--- src/rtl/linha_envase_param.sv ---
// -----------------------------------------------------------------------------
// linha_envase_param
//   Single-lane wine bottling controller. A bottle travels through
//   fill -> cork/seal -> quality check -> capsule, and a good bottle is
//   counted into boxes at the end. The block holds the process FSM, the
//   conveyor motor decode, the cork stock and the bottle/box counters.
//   A fault timeout protects every conveyor move and the filling step.
//
// Ports
//   clk, reset        system clock, synchronous active-high reset
//   start             pulse, starts a cycle from IDLE
//   key_vedar         pulse, seal request (VEDAR only)
//   key_enter_cq      pulse, commit quality verdict (CQ only)
//   key_lacre         pulse, capsule applied, bottle counted (LACRE only)
//   add_rolha         pulse, adds ROLHA_LOTE corks (any state)
//   qualidade_ok      level, verdict sampled with key_enter_cq
//   sens_pos_ench     level, bottle at filling position
//   sens_pos_cq       level, bottle at QC position
//   sens_pos_lacre    level, bottle at capsule position
//   sens_cheia        level, bottle full
//   clear_fault       pulse, leaves FAULT
//   motor, valvula, atuador_vedacao, led_descarte   actuator outputs
//   dispensador       cork refill request (rolhas < ROLHA_MIN)
//   alarme_rolha      waiting to seal with an empty stock
//   fault             timeout fault active
//   estado            current state code
//   rolhas            cork stock
//   garrafas          bottles in the current box
//   caixas            completed boxes (saturating)
//   caixas_cheio      caixas == CAIXA_MAX
//
// State table
//   state       | meaning
//   IDLE     0  | waiting for start
//   MOVE_ENCH 1 | conveyor to filling position
//   ENCH     2  | valve open, filling
//   VEDAR    3  | waiting for seal request
//   SELANDO  4  | sealing actuator pulse (SELA_CYC cycles)
//   MOVE_CQ  5  | conveyor to QC position
//   CQ       6  | waiting for quality verdict
//   DESCARTE 7  | discard indication (DESC_CYC cycles)
//   MOVE_LACRE 8| conveyor to capsule position
//   LACRE    9  | waiting for capsule confirmation
//   FAULT   15  | timeout, actuators off until clear_fault
// -----------------------------------------------------------------------------
module linha_envase_param #(
  parameter int ROLHA_W      = 5,
  parameter int ROLHA_MAX    = 20,
  parameter int ROLHA_MIN    = 5,
  parameter int ROLHA_LOTE   = 5,
  parameter int GARRAFAS_CX  = 12,
  parameter int CAIXA_W      = 4,
  parameter int CAIXA_MAX    = 10,
  parameter int TIMEOUT      = 255,
  parameter int SELA_CYC     = 4,
  parameter int DESC_CYC     = 8,
  parameter int AUTO_RESTART = 0,
  localparam int GAR_W = (GARRAFAS_CX > 1) ? $clog2(GARRAFAS_CX) : 1
) (
  input  logic               clk,
  input  logic               reset,
  input  logic               start,
  input  logic               key_vedar,
  input  logic               key_enter_cq,
  input  logic               key_lacre,
  input  logic               add_rolha,
  input  logic               qualidade_ok,
  input  logic               sens_pos_ench,
  input  logic               sens_pos_cq,
  input  logic               sens_pos_lacre,
  input  logic               sens_cheia,
  input  logic               clear_fault,
  output logic               motor,
  output logic               valvula,
  output logic               atuador_vedacao,
  output logic               dispensador,
  output logic               led_descarte,
  output logic               alarme_rolha,
  output logic               fault,
  output logic [3:0]         estado,
  output logic [ROLHA_W-1:0] rolhas,
  output logic [GAR_W-1:0]   garrafas,
  output logic [CAIXA_W-1:0] caixas,
  output logic               caixas_cheio
);

  localparam logic [3:0] S_IDLE       = 4'd0;
  localparam logic [3:0] S_MOVE_ENCH  = 4'd1;
  localparam logic [3:0] S_ENCH       = 4'd2;
  localparam logic [3:0] S_VEDAR      = 4'd3;
  localparam logic [3:0] S_SELANDO    = 4'd4;
  localparam logic [3:0] S_MOVE_CQ    = 4'd5;
  localparam logic [3:0] S_CQ         = 4'd6;
  localparam logic [3:0] S_DESCARTE   = 4'd7;
  localparam logic [3:0] S_MOVE_LACRE = 4'd8;
  localparam logic [3:0] S_LACRE      = 4'd9;
  localparam logic [3:0] S_FAULT      = 4'd15;

  // One timer serves the timeout and both fixed-length pulses, so it is
  // sized for the longest of the three.
  localparam int T_MAX0 = (TIMEOUT > SELA_CYC) ? TIMEOUT : SELA_CYC;
  localparam int T_MAX  = (T_MAX0 > DESC_CYC) ? T_MAX0 : DESC_CYC;
  localparam int T_W    = $clog2(T_MAX + 1);

  // Wide enough to hold stock + one batch before saturation.
  localparam int R_SW   = $clog2(ROLHA_MAX + ROLHA_LOTE + 1);

  localparam logic [T_W-1:0]     TMR_TO    = T_W'(TIMEOUT - 1);
  localparam logic [T_W-1:0]     TMR_SELA  = T_W'(SELA_CYC - 1);
  localparam logic [T_W-1:0]     TMR_DESC  = T_W'(DESC_CYC - 1);
  localparam logic [R_SW-1:0]    R_LOTE    = R_SW'(ROLHA_LOTE);
  localparam logic [R_SW-1:0]    R_MAX     = R_SW'(ROLHA_MAX);
  localparam logic [ROLHA_W-1:0] R_MIN     = ROLHA_W'(ROLHA_MIN);
  localparam logic [GAR_W-1:0]   GAR_LAST  = GAR_W'(GARRAFAS_CX - 1);
  localparam logic [CAIXA_W-1:0] CX_MAX    = CAIXA_W'(CAIXA_MAX);

  logic [3:0]      state;
  logic [3:0]      state_nx;
  logic [T_W-1:0]  tmr;
  logic            tmr_to;
  logic            timed;
  logic            seal;
  logic            count;
  logic [R_SW-1:0] rol_sum;
  logic [R_SW-1:0] rol_nx;

  assign tmr_to = (tmr == TMR_TO);

  // States in which the timer runs; all others hold it at zero.
  always_comb begin
    timed = 1'b0;
    case (state)
      S_MOVE_ENCH, S_ENCH, S_SELANDO,
      S_MOVE_CQ, S_DESCARTE, S_MOVE_LACRE: timed = 1'b1;
      default:                             timed = 1'b0;
    endcase
  end

  // Next state. A sensor arriving on the terminal-count cycle still wins
  // over the fault.
  always_comb begin
    state_nx = state;
    seal     = 1'b0;
    count    = 1'b0;
    case (state)
      S_IDLE: begin
        if (start) state_nx = S_MOVE_ENCH;
      end
      S_MOVE_ENCH: begin
        if (sens_pos_ench)  state_nx = S_ENCH;
        else if (tmr_to)    state_nx = S_FAULT;
      end
      S_ENCH: begin
        if (sens_cheia)     state_nx = S_VEDAR;
        else if (tmr_to)    state_nx = S_FAULT;
      end
      S_VEDAR: begin
        if (key_vedar && (rolhas != '0)) begin
          state_nx = S_SELANDO;
          seal     = 1'b1;
        end
      end
      S_SELANDO: begin
        if (tmr == TMR_SELA) state_nx = S_MOVE_CQ;
      end
      S_MOVE_CQ: begin
        if (sens_pos_cq)    state_nx = S_CQ;
        else if (tmr_to)    state_nx = S_FAULT;
      end
      S_CQ: begin
        if (key_enter_cq) state_nx = qualidade_ok ? S_MOVE_LACRE : S_DESCARTE;
      end
      S_DESCARTE: begin
        if (tmr == TMR_DESC) state_nx = S_IDLE;
      end
      S_MOVE_LACRE: begin
        if (sens_pos_lacre) state_nx = S_LACRE;
        else if (tmr_to)    state_nx = S_FAULT;
      end
      S_LACRE: begin
        if (key_lacre) begin
          count    = 1'b1;
          state_nx = (AUTO_RESTART != 0) ? S_MOVE_ENCH : S_IDLE;
        end
      end
      S_FAULT: begin
        if (clear_fault) state_nx = S_IDLE;
      end
      default: state_nx = S_IDLE;
    endcase
  end

  always_ff @(posedge clk) begin
    if (reset) begin
      state <= S_IDLE;
    end else begin
      state <= state_nx;
    end
  end

  // Timer restarts from zero on every state change, so each state entry
  // gets its full window.
  always_ff @(posedge clk) begin
    if (reset) begin
      tmr <= '0;
    end else if ((state_nx != state) || !timed) begin
      tmr <= '0;
    end else begin
      tmr <= tmr + 1'b1;
    end
  end

  // Cork stock: batch add and seal decrement are combined first and the
  // result is saturated, so add+seal on one cycle nets +ROLHA_LOTE-1.
  always_comb begin
    rol_sum = R_SW'(rolhas);
    if (add_rolha) rol_sum = rol_sum + R_LOTE;
    if (seal)      rol_sum = rol_sum - 1'b1;
    rol_nx = (rol_sum > R_MAX) ? R_MAX : rol_sum;
  end

  always_ff @(posedge clk) begin
    if (reset) begin
      rolhas <= '0;
    end else begin
      rolhas <= rol_nx[ROLHA_W-1:0];
    end
  end

  // Bottle / box counters.
  always_ff @(posedge clk) begin
    if (reset) begin
      garrafas <= '0;
      caixas   <= '0;
    end else if (count) begin
      if (garrafas == GAR_LAST) begin
        garrafas <= '0;
        if (caixas != CX_MAX) caixas <= caixas + 1'b1;
      end else begin
        garrafas <= garrafas + 1'b1;
      end
    end
  end

  // Moore output decode from the registered state.
  always_comb begin
    motor           = 1'b0;
    valvula         = 1'b0;
    atuador_vedacao = 1'b0;
    led_descarte    = 1'b0;
    alarme_rolha    = 1'b0;
    fault           = 1'b0;
    case (state)
      S_MOVE_ENCH, S_MOVE_CQ, S_MOVE_LACRE: motor = 1'b1;
      S_ENCH:     valvula         = 1'b1;
      S_VEDAR:    alarme_rolha    = (rolhas == '0);
      S_SELANDO:  atuador_vedacao = 1'b1;
      S_DESCARTE: led_descarte    = 1'b1;
      S_FAULT:    fault           = 1'b1;
      default: ;
    endcase
  end

  assign dispensador  = (rolhas < R_MIN);
  assign caixas_cheio = (caixas == CX_MAX);
  assign estado       = state;

endmodule

--- config.mk ---
export PLATFORM = sky130hd
export DESIGN_NAME = linha_envase_param
export DESIGN_NICKNAME = d
export VERILOG_FILES = /design/src/rtl/linha_envase_param.sv
export SDC_FILE = /design/constraint.sdc
export NUM_CORES = 1
export LEC_CHECK = 0
export ABC_CLOCK_PERIOD_IN_PS = 2020
export BUFFER_PORTS_ARGS = -buffer_cell sky130_fd_sc_hd__buf_2
export CAP_MARGIN = 10
export CORE_MARGIN = 1
export CORE_UTILIZATION = 50
export CTS_CLUSTER_DIAMETER = 120
export DETAILED_ROUTE_END_ITERATION = 8
export PLACE_DENSITY = 0.76
export SLEW_MARGIN = 40
export SYNTH_ARGS = -nofsm -noshare
export SYNTH_HDL_FRONTEND = slang
export SYNTH_SLANG_ARGS = --single-unit
--- constraint.sdc ---
create_clock -name clk -period 2.02 [get_ports clk]
set_input_delay 0.101 -clock clk [delete_from_list [all_inputs] [get_ports clk]]
set_output_delay 0.101 -clock clk [all_outputs]
set_load 0.02 [all_outputs]
==> flow_summary_export.csv <==
group,metric,value,unit
floorplanning,die_w,64.7,um
grt,grt_pass1_wl,8190,um
grt,grt_pass1_vias,1845,
synthesis,postSynthCellCount,246,
detailed_routing,vias_per_cell,5.58,
floorplanning,start_util,0.530,
synthesis,synth_simple_gate_area_frac,0.355,
final_layout,final_layout_size_suffix_gt1_frac,0.365,
worst_setup_path,crit_fanout,8,
worst_hold_path,hold_end,"caixas[2]",
placed_design,gp_congestion,0.886,
worst_hold_path,holdCritStartpoint,"reset",
clock_tree,ctsHoldBuffers,0,
worst_setup_path,crit_start,"rolhas[0]",
final_layout,n_antenna_cell,0,
sta,final_max_slew_viol_count,0,
synthesis,yosys_register_bits,25,
worst_setup_path,worstRegToRegCells,8,
placed_design,hpwlAfterDp,3670,um
outcome,status,"finished, violations left",
clock_tree,cts.clk_slew.worst_paths,0.09,ns
detailed_routing,num_vias,2024,
synthesis,synth-xor-area-share,0.0801,
worst_hold_path,hold_depth,2,
pwr,peakVddDrop,0.000314,V
sta,fin_crit,2.12,ns
worst_setup_path,rr_endpoint,"tmr[6]",
outcome,violations,"negative setup slack",
pwr,pwr-share-clk,0.207,
clock_tree,htree_levels,1,
final_layout,nNetsFinal,337,
clock_tree,cts-buffers-inserted,3,
synthesis,synth_most_common_cell,"nand2_1",
sta,fmax,0.473,GHz
grt,globalRoute.totalOverflow,0,
synthesis,synth_top_family_by_area,"simple AND/OR/NAND/NOR gates",
job,max_cap_violations,0,
grt,grt_max_degree,17,
synthesis,synth-seq-area-share,0.254,
final_layout,area_growth,31.8,%
pwr,p_int,0.000940,W
synthesis,synth_top_cell_area_share,0.254,
synthesis,yosys_warnings,0,
synthesis,ys.flop_type,"dfxtp_1",
sta,skew,0.00429,ns
floorplanning,die_y,64.7,um
synthesis,synth.area.mux_share,0.0223,
clock_tree,clk_path_buf_depth,2,
worst_hold_path,hold_path.class,"in -> reg",
sta,fin_setup_tns,-0.794,ns
synthesis,synth-edff-count,0,
pwr,power_frac_seq,0.369,
detailed_routing,post_drt_wl_per_cell,13.8,um
detailed_routing,drtAntennaViolNets,0,
synthesis,synth_nets,267,
pwr,p_sw,0.000535,W
placed_design,numPortBuffers,37,
placed_design,dp_slack,-0.181,ns
synthesis,synth-adder-area-share,0.0509,
pwr,p_sw_frac,0.363,
grt,antenna_found_initial,0,
worst_setup_path,endpoint_kind,"flip-flop",
worst_setup_path,cp.arrival,2.27,ns
pwr,leakagePower,1.11,nW
sta,max_slew_margin,0.681,
pwr,power_density,569,nW/um^2
clock_tree,cts_tree,"yes",
clock_tree,clk_latency,0.27,ns
sta,hold_violations,0,
grt,grtUsageTotal,0.244,
floorplanning,rows,22,
synthesis,synth.top_cells.by_area,"dfxtp_1 25%, nand2_1 5.5%, ha_1 5.1%, xnor2_1 4.9%, a21oi_1 4.6%",
worst_setup_path,path_class,"reg -> reg",
floorplanning,io_pins,38,
detailed_routing,drt_iter0_markers,151,
sta,rsz0062_at_grt,"yes",
detailed_routing,drc,0,
synthesis,syn_area,1970,sq um
synthesis,synth_cell_types,60,
worst_setup_path,critPathLaunchType,"flip-flop",
placed_design,post_dp_cell_area,2460,sq um
synthesis,synth_top_area_cell,"dfxtp_1",
synthesis,syn_area_per_cell,8.00,sq um
synthesis,synthArstFlopShare,0,
sta,min_period_over_period,1.05,
floorplanning,die-area,4190,sq um
worst_setup_path,cp.required,2.18,ns
synthesis,synth_compound_area_frac,0.175,
clock_tree,clockRootBuffer,"clkbuf_8",
sta,tightest_slew,0.475,ns
detailed_routing,routed_wl,5000,um
sta,hold_slack,0.189,ns
sta,fin_ws,-0.0951,ns
worst_setup_path,r2r_slack,-0.1,ns
clock_tree,cts_sinks,25,
worst_setup_path,r2r_start,"rolhas[0]",
pwr,power,0.00148,W
detailed_routing,drt-pass1-iter-count,4,
pwr,p_comb_frac,0.424,
synthesis,synthTopCellsByCount,"29 x nand2_1, 25 x dfxtp_1, 19 x nor2_1",
floorplanning,fp.coreArea,3720,sq um
final_layout,final_area,2590,sq um
sta,setup_viol,11,
## layer usage
| layer | wire, um | track usage | up-vias |
|---|---|---|---|
| li1 | - | - | 1022 |
| met1 | 2190 | 0.305 | 938 |
| met2 | 2530 | 0.432 | 56 |
| met3 | 227 | 0.0458 | 8 |
| met4 | 55 | 0.0444 | 0 |
| met5 | 0 | 0 | - |
## power groups by stage
stage | Sequential [W] | Combinational [W] | Clock (W)
2_1_floorplan | 0.000590 | 0.000375 | 0
3_3_place_gp | 0.000554 | 0.000580 | 0
3_5_place_dp | 0.000556 | 0.000587 | 0
4_1_cts | 0.000545 | 0.000602 | 0.000317
5_1_grt | 0.000547 | 0.000680 | 0.000340
6_report | 0.000544 | 0.000626 | 0.000305
## flip-flops by register name, indices dropped and copies added, names as in the netlist
name      flops
caixas        4
rolhas        5
estado        4
garrafas      4
tmr           8
## kinds of logic after synthesis
| kind of cell | Yosys count |
|---|---|
| flip-flops | 25 |
| adder cells (fa/ha/maj) | 8 |
| XOR/XNOR | 18 |
| AND/OR/NAND/NOR | 117 |
| AO/OA/AOI/OAI | 50 |
| buffers and inverters | 24 |
| multiplexers | 4 |
## through the flow
stage	std cells	util
global placement	355	0.662
global route	363	0.698
detailed placement	355	0.662
floorplan	246	-
CTS	361	0.686
finish	363	0.698
## how the worst max path moves through the flow
stage / endpoint / slack, ns / cells past startpoint
floorplan: tmr[1] / -0.06 / 8
global placement: tmr[2] / -0.13 / 8
detailed placement: tmr[3] / -0.18 / 8
CTS: tmr[6] / -0.10 / 8
global route: tmr[7] / -0.24 / 8
finish: tmr[6] / -0.1 / 8
## final cells by class
type / instances / area, sq um
Clock inverter: 1 / 7.51
Fill cell: 304 / 1120
Clock buffer: 3 / 41.3
Sequential cell: 25 / 514
Timing Repair Buffer: 78 / 505
Multi-Input combinational cell: 197 / 1420
Inverter: 11 / 41.3
Tap cell: 48 / 60.1
## layout by cell type (no fill, tap or decap), types with 3 or more instances in the layout
cell type	netlist	final
inv_2	0	3
buf_2	1	37
a21oi_1	18	16
inv_1	11	8
nand3b_1	4	4
nor2b_1	5	5
and2_1	4	4
xnor2_1	11	11
xor2_1	7	5
dfxtp_1	25	20
nand2b_1	3	3
ha_1	8	8
dfxtp_4	0	3
clkbuf_8	0	3
nor2_1	19	19
nor3b_1	6	6
o21ai_0	8	7
nand4_1	4	4
mux2i_1	3	3
nand2_1	29	28
a21oi_2	1	3
nand3_1	5	5
nor3_1	13	12
buf_4	6	40
## worst max-delay path: stages, from the launching register on
cell and delay [ns]:
dfxtp_4 0.35, inv_2 0.04, ha_1 0.12, or4b_4 0.49, a2111oi_4 0.31, a21oi_2 0.10
nand4b_4 0.13, mux2i_4 0.35, nor3_1 0.09
## what timing repair did
item                                    4_1_cts  5_1_grt
pin swaps                                     5        8
setup buffers                                 2        2
gates resized for setup                       7        9
endpoints found under the setup margin       13       14
No activity file was read; power rests on OpenSTA's default activity.
